**src/rtl/seq_mult.sv**
```systemverilog
// Sequential shift-and-add unsigned multiplier: N-bit operands, 2N-bit product after N cycles,
// with an overflow flag when the product does not fit back into N bits.
module seq_mult #(
    parameter int unsigned N = 4
) (
    input  logic           clk,
    input  logic           rst,
    input  logic           start,
    input  logic [N-1:0]   multiplicand,
    input  logic [N-1:0]   multiplier,
    output logic [2*N-1:0] product,
    output logic           busy,
    output logic           done,
    output logic           overflow
);

    localparam int unsigned CntW = (N > 2) ? $clog2(N) : 1;

    typedef enum logic [1:0] {StIdle, StCalc, StDone} state_e;

    state_e          state_q, state_d;
    logic [2*N-1:0]  acc_q, acc_d;
    logic [2*N-1:0]  mcand_q, mcand_d;
    logic [N-1:0]    mplier_q, mplier_d;
    logic [CntW-1:0] cnt_q, cnt_d;
    logic [2*N-1:0]  product_q, product_d;
    logic            overflow_q, overflow_d;
    logic [2*N-1:0]  acc_sum;
    logic            last_step;

    always_ff @(posedge clk or posedge rst) begin
        if (rst) begin
            state_q    <= StIdle;
            acc_q      <= '0;
            mcand_q    <= '0;
            mplier_q   <= '0;
            cnt_q      <= '0;
            product_q  <= '0;
            overflow_q <= 1'b0;
        end else begin
            state_q    <= state_d;
            acc_q      <= acc_d;
            mcand_q    <= mcand_d;
            mplier_q   <= mplier_d;
            cnt_q      <= cnt_d;
            product_q  <= product_d;
            overflow_q <= overflow_d;
        end
    end

    // Partial sum for this step; on the last step it is the final product.
    assign acc_sum   = acc_q + (mplier_q[0] ? mcand_q : '0);
    assign last_step = (cnt_q == CntW'(N - 1));

    always_comb begin
        state_d    = state_q;
        acc_d      = acc_q;
        mcand_d    = mcand_q;
        mplier_d   = mplier_q;
        cnt_d      = cnt_q;
        product_d  = product_q;
        overflow_d = overflow_q;
        case (state_q)
            StIdle: begin
                if (start) begin
                    acc_d    = '0;
                    mcand_d  = {{N{1'b0}}, multiplicand};
                    mplier_d = multiplier;
                    cnt_d    = '0;
                    state_d  = StCalc;
                end
            end
            StCalc: begin
                acc_d    = acc_sum;
                mcand_d  = mcand_q << 1;
                mplier_d = mplier_q >> 1;
                cnt_d    = cnt_q + CntW'(1);
                if (last_step) begin
                    cnt_d      = '0;
                    product_d  = acc_sum;
                    overflow_d = |acc_sum[2*N-1:N];
                    state_d    = StDone;
                end
            end
            StDone: begin
                state_d = StIdle;
            end
            default: begin
                state_d = StIdle;
            end
        endcase
    end

    assign product  = product_q;
    assign overflow = overflow_q;
    assign busy     = (state_q == StCalc);
    assign done     = (state_q == StDone);

endmodule

```
**config.mk**
```make
export PLATFORM = sky130hd
export DESIGN_NAME = seq_mult
export DESIGN_NICKNAME = d
export VERILOG_FILES = /design/src/rtl/seq_mult.sv
export SDC_FILE = /design/constraint.sdc
export NUM_CORES = 1
export LEC_CHECK = 0
export ABC_AREA = 1
export ABC_CLOCK_PERIOD_IN_PS = 1900
export BUFFER_PORTS_ARGS = -buffer_cell sky130_fd_sc_hd__buf_2
export CORE_ASPECT_RATIO = 2
export CORE_MARGIN = 5
export CORE_UTILIZATION = 51
export DETAILED_ROUTE_END_ITERATION = 7
export GPL_ROUTABILITY_DRIVEN = 1
export PLACE_DENSITY = 0.76
export SLEW_MARGIN = 20
export SYNTH_ARGS = -nofsm -noshare
export SYNTH_HDL_FRONTEND = slang
export SYNTH_SLANG_ARGS = --single-unit
export TNS_END_PERCENT = 1
```
**constraint.sdc**
```tcl
create_clock -name clk -period 1.9 [get_ports clk]
set_input_delay 0.095 -clock clk [delete_from_list [all_inputs] [get_ports clk]]
set_output_delay 0.095 -clock clk [all_outputs]
set_load 0.005 [all_outputs]
```
==> reports/metrics.sh <==
RESULT_OF_THE_RUN='finished clean'
WORST_SETUP_PATH_START_KIND='flip-flop'
GRT_PASS1_WL_UM=6290
DRV_CAP=0
GRT_REMAINING_OVERFLOW=0
HOLD_CLASS='in2reg'
PLACE.GP.CONGESTION=0.930
WL_PER_CELL_UM=13.9
POST-DP-HPWL_UM=2700
SYNTH_FLOP_CELL='dfrtp_1'
ROWS=30
LAYOUT_SETUP_WS_NS=0.124
NUM_ANTENNA_CELLS=0
R2R_END='overflow'
VIAS_PER_CELL=5.36
WORST_SETUP_PATH_END_KIND='flip-flop'
WORSTPATHBUFFERINVERTERCOUNT=3
MAPPEDNETLISTAREA_UM2=1780
INITIAL_STANDARD_CELL_UTILIZATION_OF_THE_CORE_PCT=52.8
WL_UM=3710
WORST-SLEW-PIN-TRANSITION_NS=0.407
PRE_CTS_SLACK_NS=0.0197
YOSYS_REGISTER_BITS=33
SYNTH_TOP_CELL_BY_AREA='dfrtp_1'
CRIT_PATH_TOP_DELAY_CELL='dfrtp_1'
CTS_TREE='done'
VIAS=1430
HP-START='multiplicand[0]'
DRT-INITIAL-DRC-COUNT=29
DRTPASS1ITERATIONS=4
POST_SYNTH_NUM_CELL_TYPES=28
ASYNCSETRESETFLOPFRACSYNTH_PCT=100
MAX_FREQ_MHz=563
GR-USAGE-MET1_PCT=18.0
PEAKVDDDROP_V=0.00119
NUM-NETS-FINAL=254
SYNTH.NET_COUNT=226
REG2REGPATHDEPTH=13
FINAL_MIN_PERIOD_OVER_CLOCK_PERIOD_PCT=93.5
LAYOUT_CELLS_SIZED_ABOVE_1_PCT=29.4
SYNTH_AREA_LEADERS='dfrtp_1 46%, nand2_1 12%, inv_1 7.4%'
CRIT_TYPE='reg2reg'
REGTOREGSTARTPOINT='mplier_q[0]'
DRT_DRC_VIOLATIONS_LEFT=0
FILLCELLCOUNT=293
GRT_MAX_DEGREE=34
DIE_WIDTH_UM=51.8
CLK_ROOT_BUFFER_CELL='clkbuf_8'
FINAL.SETUP_SKEW_NS=0.00431
HOLD-PATH-CELL-COUNT=3
CRITICAL-PATH-TOP-DELAY-FAMILY='simple AND/OR/NAND/NOR gates'
AVG_CELL_AREA_SYN_UM2=8.66
DRT.ANTENNA.VIOLATING_NETS=0
WORST_SKEW_PAIR.LATE_LATENCY_NS=0.28
WHS_NS=0.0689
FF2FF_SETUP_SLACK_NS=0.12
IO_PINS=22
GR-MAX-USAGE-LAYER='met2'
CPPEAKSTAGEDELAY_NS=0.38
PERIOD_NEEDED_NS=1.78
POST_SYNTH_MOST_FREQUENT_CELLS='56 x nand2_1, 35 x inv_1, 33 x dfrtp_1, 9 x nand3_1, 9 x nor2_1'
GRT_USE_MET2_PCT=29.8
P_TOTAL_uW=3780
YS_SEQ_AREA_SHARE_PCT=46.3
FINAL-SETUP-VIOL-COUNT=0
CELL_AREA_POWER_DENSITY_nW_PER_UM2=1780
VIA_COUNT_OF_THE_FIRST_GLOBAL_ROUTING_PASS=1504
WORST_SETUP_HOLD_PATH_CLK_SLEW_NS=0.07
POWER.LEAKAGE_uW=0.00114
CP_DATA_ARRIVAL_TIME_NS=1.96
INITIAL_ANTENNA_VIOLATION_COUNT=0
H-TREE-DEPTH=2
TRITONCTS.NUM_BUFFERS=5
GLOBALROUTEMET3UTIL_PCT=3.35
CTS_SINKS=33
TIMING.CRITICAL_PATH.CELLS='nand2_1 > inv_1 > ha_2 > inv_2 > fa_2 > inv_2 > nand2_2 > nand3_2 > nand2_2 > nor2_2 > nand2_1 > nor2_2 > nor2_1'
DIE_Y_UM=93.6
PLACE.PORT_BUFFERS=21
REPORT.FINAL.HOLD_VIOL_COUNT=0
SYNTH.MOST_COMMON_CELL='nand2_1'
MAXSLEWHEADROOM_PCT=72.9
WORSTPATHMAXFANOUT=4
YOSYSWARNINGCOUNT=0
SYNTH_TOP_AREA_SHARE_PCT=46.3
TOTAL_DIE_AREA_UM2=4850
DATA_REQUIRED_TIME_AT_THE_WORST_ENDPOINT_NS=2.08
TIMING.FINAL.MAX_SLEW_VIOLATIONS=0
CTS.PATH.MAX_BUFFERS=2
HOLD_END='mcand_q[0]'
TRACK_USAGE_PCT=17.2
GRT_SETUP_UNREPAIRED='yes'
SYNTH_EDF_COUNT=0
SYN2LAYOUT_AREA_GROWTH_PCT=19.2
POSTSYNTHCELLCOUNT=206
DESIGN.CORE.AREA_UM2=3380
sequential cells by signal (all words and copies together), names as in the netlist:
signal and count:
acc_q 8, overflow 1, product 8, mcand_q 8, cnt_q 2, state_q 2
mplier_q 4
cell families (layout without fill, tap and decap cells):
family	count (synthesis)	count (layout)	synth area share, %
adder cells (fa/ha/maj)	9	9	6.73
flip-flops	33	33	46.3
AND/OR/NAND/NOR	86	86	22.2
buffers and inverters	45	74	11.4
XOR/XNOR	3	3	1.47
AO/OA/AOI/OAI	30	30	11.9
through the flow:
step	utilization (%)	setup TNS (ns)	std cells	cell area, µm²
global route	63.0	-0.0468	267	2130
finish	63.0	0	267	2130
global placement	56.3	0	257	1900
detailed placement	56.3	0	257	1900
floorplan	-	0	206	1780
CTS	60.0	0	266	2030
what timing repair did:
item,4_1_cts,5_1_grt
setup endpoints to repair,0,5
gates resized for setup,0,20
hold buffers,1,0
hold endpoints to repair,33,0
buffers inserted,0,2
power by group:
part           internal [µW]  switching (µW)  total (µW)
Combinational            782            1110        1900
Sequential              1010             190        1200
Clock                    427             258         686
Total                   2220            1560        3780
worst max path at each step:
stage	startpoint	endpoint	slack (ns)	cells past startpoint
detailed placement	mplier_q[0]	overflow	0.02	13
floorplan	mplier_q[0]	overflow	0.14	14
global route	mplier_q[0]	overflow	-0.05	13
CTS	mplier_q[0]	overflow	0.009	13
finish	mplier_q[0]	overflow	0.12	13
global placement	mplier_q[0]	overflow	0.04	13
area by class of cell:
type / count / area (µm²) / share of cell area [%]
Clock inverter: 1 / 30.0 / 1.41
Inverter: 40 / 153 / 7.18
Sequential cell: 33 / 826 / 38.8
Timing Repair Buffer: 26 / 145 / 6.82
Multi-Input combinational cell: 128 / 847 / 39.8
Clock buffer: 7 / 86.3 / 4.06
Tap cell: 32 / 40.0 / 1.88
per-layer routing:
metal  wire (µm)  vias to the layer above
met2        2000                       35
met4         228                        0
met1        1360                      669
li1            -                      709
met5           0                        -
met3         123                       17
placed cells by master (no fill, tap or decap):
cell type,n
xnor2_1,1
o211ai_2,1
a221oi_1,5
nor2_1,6
inv_2,6
a21oi_1,2
o22ai_1,4
nor2_8,2
nor2_2,3
nand2_4,2
inv_1,33
clkbuf_1,1
a22o_2,2
dfrtp_1,33
nand2_1,50
ha_4,4
ha_2,1
bufinv_16,1
xor2_1,2
buf_2,21
nand3_1,7
nand3b_1,1
o31ai_1,1
nand2_2,6
buf_4,4
a21oi_2,1
ha_1,3
fa_2,1
o21ai_0,2
inv_4,1
clkbuf_8,6
o21ai_1,7
or2_1,1
nor3_1,5
dlygate4sd3_1,1
nand3_2,2
nand4_1,1
o21ai_2,5
worst register-to-register path: cells and delay by family, from the launching register on:
kind,cells,cell delay (ns)
adders and majority gates,2,0.53
buffers and inverters,3,0.18
DFF,1,0.38
and+or+nand+nor,8,0.59
Power figures use the tool's default switching activity.
